==> src/rtl/active_pixel_ctrl_if.sv <==
// Pixel-controller bus bundle: loader stream, ping-pong write port, read port and line timing.
// No logic of its own; the slave modport is the controller side, master the driver/memory side.
// Backpressure is carried by s_ready_o only.
interface active_pixel_ctrl_if #(
    parameter int ADDR_W = 11
);
    logic [ADDR_W-1:0] last_idx_i;
    logic              s_valid_i;
    logic              s_data_i;
    logic              s_ready_o;
    logic              wen_o;
    logic [ADDR_W-1:0] waddr_o;
    logic              wdata_o;
    logic              mem_selector_o;
    logic              line_start_i;
    logic              pixel_en_i;
    logic [ADDR_W-1:0] raddr_o;
    logic              rd_active_o;
    logic              pix_valid_o;
    logic              swap_o;

    modport slave (
        input  last_idx_i, s_valid_i, s_data_i, line_start_i, pixel_en_i,
        output s_ready_o, wen_o, waddr_o, wdata_o, mem_selector_o,
               raddr_o, rd_active_o, pix_valid_o, swap_o
    );

    modport master (
        output last_idx_i, s_valid_i, s_data_i, line_start_i, pixel_en_i,
        input  s_ready_o, wen_o, waddr_o, wdata_o, mem_selector_o,
               raddr_o, rd_active_o, pix_valid_o, swap_o
    );
endinterface

==> src/rtl/active_pixel_ctrl.sv <==
// Active-pixel line controller: loads one line of bits into a ping-pong memory and scans the other bank.
// Latency: write strobe and read address registered (1 cycle); pix_valid_o follows its address by 1 cycle.
// Backpressure: s_ready_o drops once a bank is full and rises again only after the bank swap.
module active_pixel_ctrl #(
    parameter int ADDR_W = 11
) (
    input  logic                 clk_i,
    input  logic                 rst_i,
    active_pixel_ctrl_if.slave   bus
);

    typedef enum logic {W_LOAD, W_FULL} wstate_t;
    typedef enum logic {R_IDLE, R_RUN}  rstate_t;

    wstate_t           wstate;
    logic [ADDR_W-1:0] wcnt;
    logic              wen_q;
    logic [ADDR_W-1:0] waddr_q;
    logic              wdata_q;
    logic              sel_q;
    logic              sel_d_q;
    logic              swap_q;

    rstate_t           rstate;
    logic [ADDR_W-1:0] raddr_q;
    logic [ADDR_W-1:0] last_q;
    logic              pix_valid_q;

    logic              handshake;

    assign handshake = bus.s_valid_i && (wstate == W_LOAD);

    // Writer: fills the write bank, then waits for a line start to flip banks.
    always_ff @(posedge clk_i or posedge rst_i) begin
        if (rst_i) begin
            wstate  <= W_LOAD;
            wcnt    <= '0;
            wen_q   <= 1'b0;
            waddr_q <= '0;
            wdata_q <= 1'b0;
            sel_q   <= 1'b0;
            sel_d_q <= 1'b0;
            swap_q  <= 1'b0;
        end else begin
            wen_q   <= 1'b0;
            sel_d_q <= sel_q;
            // Pulse lands the cycle after the selector has already changed.
            swap_q  <= sel_q ^ sel_d_q;
            case (wstate)
                W_LOAD: begin
                    if (handshake) begin
                        wen_q   <= 1'b1;
                        waddr_q <= wcnt;
                        wdata_q <= bus.s_data_i;
                        if (wcnt == bus.last_idx_i) begin
                            wstate <= W_FULL;
                            wcnt   <= '0;
                        end else begin
                            wcnt <= wcnt + ADDR_W'(1);
                        end
                    end
                end
                W_FULL: begin
                    if (bus.line_start_i) begin
                        sel_q  <= ~sel_q;
                        wstate <= W_LOAD;
                        wcnt   <= '0;
                    end
                end
                default: wstate <= W_LOAD;
            endcase
        end
    end

    // Reader: line start always restarts the scan, even mid-line.
    always_ff @(posedge clk_i or posedge rst_i) begin
        if (rst_i) begin
            rstate      <= R_IDLE;
            raddr_q     <= '0;
            last_q      <= '0;
            pix_valid_q <= 1'b0;
        end else begin
            pix_valid_q <= (rstate == R_RUN) && bus.pixel_en_i && !bus.line_start_i;
            if (bus.line_start_i) begin
                rstate  <= R_RUN;
                raddr_q <= '0;
                last_q  <= bus.last_idx_i;
            end else if ((rstate == R_RUN) && bus.pixel_en_i) begin
                if (raddr_q == last_q) begin
                    rstate <= R_IDLE;
                end else begin
                    raddr_q <= raddr_q + ADDR_W'(1);
                end
            end
        end
    end

    assign bus.s_ready_o      = (wstate == W_LOAD);
    assign bus.wen_o          = wen_q;
    assign bus.waddr_o        = waddr_q;
    assign bus.wdata_o        = wdata_q;
    assign bus.mem_selector_o = sel_q;
    assign bus.swap_o         = swap_q;
    assign bus.raddr_o        = raddr_q;
    assign bus.rd_active_o    = (rstate == R_RUN);
    assign bus.pix_valid_o    = pix_valid_q;

endmodule

==> src/flat_wrapper.sv <==
// flat-port wrapper written by rule: the top's interface ports become plain ports
module active_pixel_ctrl_flat 
#(
    parameter int ADDR_W = 11
)
  (clk_i, rst_i, bus_last_idx_i, bus_s_valid_i, bus_s_data_i, bus_line_start_i, bus_pixel_en_i, bus_s_ready_o, bus_wen_o, bus_waddr_o, bus_wdata_o, bus_mem_selector_o, bus_raddr_o, bus_rd_active_o, bus_pix_valid_o, bus_swap_o);
  active_pixel_ctrl_if #(.ADDR_W(ADDR_W)) bus_i ();
  input  logic clk_i;
  input  logic rst_i;
  input wire logic [$bits(bus_i.last_idx_i)-1:0] bus_last_idx_i;
  input wire logic [$bits(bus_i.s_valid_i)-1:0] bus_s_valid_i;
  input wire logic [$bits(bus_i.s_data_i)-1:0] bus_s_data_i;
  input wire logic [$bits(bus_i.line_start_i)-1:0] bus_line_start_i;
  input wire logic [$bits(bus_i.pixel_en_i)-1:0] bus_pixel_en_i;
  output wire logic [$bits(bus_i.s_ready_o)-1:0] bus_s_ready_o;
  output wire logic [$bits(bus_i.wen_o)-1:0] bus_wen_o;
  output wire logic [$bits(bus_i.waddr_o)-1:0] bus_waddr_o;
  output wire logic [$bits(bus_i.wdata_o)-1:0] bus_wdata_o;
  output wire logic [$bits(bus_i.mem_selector_o)-1:0] bus_mem_selector_o;
  output wire logic [$bits(bus_i.raddr_o)-1:0] bus_raddr_o;
  output wire logic [$bits(bus_i.rd_active_o)-1:0] bus_rd_active_o;
  output wire logic [$bits(bus_i.pix_valid_o)-1:0] bus_pix_valid_o;
  output wire logic [$bits(bus_i.swap_o)-1:0] bus_swap_o;
  assign bus_i.last_idx_i = bus_last_idx_i;
  assign bus_i.s_valid_i = bus_s_valid_i;
  assign bus_i.s_data_i = bus_s_data_i;
  assign bus_i.line_start_i = bus_line_start_i;
  assign bus_i.pixel_en_i = bus_pixel_en_i;
  assign bus_s_ready_o = bus_i.s_ready_o;
  assign bus_wen_o = bus_i.wen_o;
  assign bus_waddr_o = bus_i.waddr_o;
  assign bus_wdata_o = bus_i.wdata_o;
  assign bus_mem_selector_o = bus_i.mem_selector_o;
  assign bus_raddr_o = bus_i.raddr_o;
  assign bus_rd_active_o = bus_i.rd_active_o;
  assign bus_pix_valid_o = bus_i.pix_valid_o;
  assign bus_swap_o = bus_i.swap_o;
  active_pixel_ctrl #(.ADDR_W(ADDR_W)) u_core (.clk_i(clk_i), .rst_i(rst_i), .bus(bus_i));
endmodule
==> config.mk <==
export PLATFORM = sky130hd
export DESIGN_NAME = active_pixel_ctrl_flat
export DESIGN_NICKNAME = d
export VERILOG_FILES = /design/src/rtl/active_pixel_ctrl_if.sv /design/src/rtl/active_pixel_ctrl.sv /design/src/flat_wrapper.sv
export SDC_FILE = /design/constraint.sdc
export NUM_CORES = 1
export LEC_CHECK = 0
export BUFFER_PORTS_ARGS = -buffer_cell sky130_fd_sc_hd__buf_2
export CORE_MARGIN = 5
export CORE_UTILIZATION = 45
export DETAILED_ROUTE_END_ITERATION = 7
export GPL_TIMING_DRIVEN = 0
export PLACE_DENSITY = 0.67
export REMOVE_ABC_BUFFERS = 1
export SYNTH_ARGS = -nofsm -noshare
export SYNTH_HDL_FRONTEND = slang
export SYNTH_SLANG_ARGS = --single-unit
==> constraint.sdc <==
create_clock -name clk_i -period 2.2 [get_ports clk_i]
set_input_delay 0.44 -clock clk_i [delete_from_list [all_inputs] [get_ports clk_i]]
set_output_delay 0.44 -clock clk_i [all_outputs]
set_load 0.03 [all_outputs]
==> out/results.tsv <==
metric	value	unit
status	complete, no violations	
global-route wire length before repair	9180	um
synthesized area	2520	sq um
fin nets	313	
fill count	521	
HP Class	primary input to asynchronous set/reset pin	
DRT Pass-1 Iters	4	
final setup violating endpoints	0	
Total Wirelength	5210	um
most numerous cell in the Yosys netlist	nand2_1	
Clock Latency Late Sink	0.30	ns
top sig layer	met4	
FF-to-FF path depth	5	
slew margin rel.	0.579	
critical path peak fanout	13	
Crit Path Class	register to register	
Power Total	2.20	mW
initial DRC count	129	
unrepaired setup endpoints after global routing	no	
wire length per cell	14.2	um
Final Util	0.530	
Initial Util	0.461	
Via density	5.18	
TritonCTS buffer count	5	
Setup WS post-layout	0.220	ns
Seq cells post-synth	52	
chip width	84.9	um
num ports	46	
DP HPWL	3710	um
Mean Syn Cell Area	9.98	sq um
Slew Limit Fails	0	
Slew @ Worst Pin	0.629	ns
clk slew on worst S/H paths	0.09	ns
Placed Instance Area	2790	sq um
Worst Skew	0.00682	ns
largest net degree at the start of global routing	35	
row cnt	27	
diode count	0	
Final GP Congestion	0.776	
Synth area leaders	dfrtp_1 (52%), nand2_1 (8.5%), mux2_2 (5.4%)	
grt ovf	0	
Synth Instances	253	
post-synth top area share	0.515	
Post-route DRC	0	
wire length on met3	263	um
crit end category	register	
DR WL met2	2420	um
CTS tree	yes	
Post-synth EDFFs	0	
Die Ht	84.9	um
CTS root buf	clkbuf_8	
fin area	2900	sq um
area of the die	7210	sq um
Max Cap Viol	0	
Worst EP arrival	2.16	ns
hold_buf cts	0	
Yosys warning count	0	
CP required	2.38	ns
number of port buffers	45	
wl on met1	2500	um
WHS	0.129	ns
antenna violations before repair	0	
Num Clock Sinks	52	
leak pwr	1.39	nW
most frequent cells after synthesis	nand2_1 (57), dfrtp_1 (52), xnor2_1 (14), o21ai_0 (13), xor2_1 (13)	
Post-Place Setup Slack	-0.409	ns
main flop type after synthesis	dfrtp_1	
vias in the first global route	1956	
share of cells above drive strength 1	0.244	
H-tree lvl count	2	
synth unique cells	38	
fin crit period	1.98	ns
Hold Fails Final Rpt	0	
Post-synth ARST share	1.00	
Max Clk Rate	505	MHz
Core Area	5470	sq um
Tcrit/Tclk final	0.900	
area leader, netlist	dfrtp_1	
routed vias	1902	
pwr dens	758	nW/um^2
worst vdd ir	331	uV
Total GRT Usage	0.154	
clk buf depth	2	
post-synthesis sequential area ratio	0.515	
Routed Antenna Nets	0	
P&R area growth vs syn	14.9	%
critical path startpoint category	register	
==> registers in the layout (all words and copies together), names as in the netlist <==
register / cells
u_core.bus.mem_selector_o: 1
u_core.bus.pix_valid_o: 1
u_core.bus.raddr_o: 11
u_core.bus.rd_active_o: 1
u_core.bus.swap_o: 1
u_core.bus.waddr_o: 11
u_core.bus.wdata_o: 1
u_core.bus.wen_o: 1
u_core.last_q: 11
u_core.sel_d_q: 1
u_core.wcnt: 11
u_core.wstate: 1
==> worst max-delay path: stages (launching register included) <==
cell	delay (ns)
dfrtp_1	0.47
xor2_1	0.17
nor4_1	0.47
a31o_2	0.39
nor3_1	0.09
a211o_1	0.28
==> power by group <==
group	switching, mW	internal (mW)	leakage [nW]
Combinational	0.271	0.181	0.671
Sequential	0.124	1.06	0.668
Clock	0.305	0.252	0.0510
==> repair_timing <==
action                     4_1_cts  5_1_grt
setup buffers                    0        0
setup endpoints to repair       11       12
pin swaps                        0        0
gates resized for setup          3        1
==> path summary, 6_finish.rpt <==
kind | slack, ns | to | from
min in group clk_i | 0.33 | u_core.bus.wdata_o | bus_s_data_i
min reg2reg | 0.45 | u_core.bus.swap_o | u_core.sel_d_q
min | 0.13 | u_core.bus.wdata_o | rst_i
max reg2reg | 0.22 | u_core.wcnt[5] | u_core.wcnt[6]
max | 0.22 | u_core.wcnt[5] | u_core.wcnt[6]
max in group asynchronous | 1.54 | u_core.bus.raddr_o[5] | rst_i
==> kinds of logic after synthesis <==
| family | count (synthesis) | synth area share |
|---|---|---|
| flip-flops | 52 | 0.515 |
| AND/OR/NAND/NOR | 108 | 0.207 |
| buffers and inverters | 17 | 0.0362 |
| XOR/XNOR | 27 | 0.0937 |
| AO/OA/AOI/OAI | 35 | 0.0842 |
| multiplexers | 12 | 0.0535 |
| adder cells (fa/ha/maj) | 2 | 0.00991 |
==> per-stage QoR <==
step	TNS, ns	cells
after CTS	0	367
after global placement	-13.67	358
final	0	367
after global routing	0	367
after floorplan	0	241
after detailed placement	-3.51	359
==> cells in the final DEF (no fill, tap or decap), types with 3 or more instances in the layout <==
| master | n |
|---|---|
| nand2_1 | 56 |
| dfrtp_1 | 52 |
| buf_2 | 45 |
| xnor2_1 | 14 |
| xor2_1 | 13 |
| o21ai_0 | 13 |
| mux2_2 | 12 |
| a21oi_1 | 9 |
| nor2_1 | 8 |
| nand4_1 | 8 |
| or3_1 | 6 |
| clkbuf_8 | 6 |
| nor3_1 | 5 |
| nand3_1 | 5 |
| inv_1 | 4 |
| and3_1 | 3 |
| and2_1 | 3 |
| a211o_1 | 3 |
| or4_1 | 3 |
==> cell type report <==
class                      count  area [sq um]  area share
tap                           72          90.1      0.0311
sequential                    52          1300       0.449
multi-input combinational    184          1150       0.397
timing repair buffer          46           245      0.0846
clock inverter                 2          10.0     0.00345
clock buffer                   6          82.6      0.0285
inverter                       5          18.8     0.00647
==> per-layer routing <==
layer  vias up  GRT usage
li1        948          -
met1       911      0.220
met2        41      0.234
met3         2     0.0291
met4         0     0.0518
met5         -          0
No activity file was read; power rests on OpenSTA's default activity.
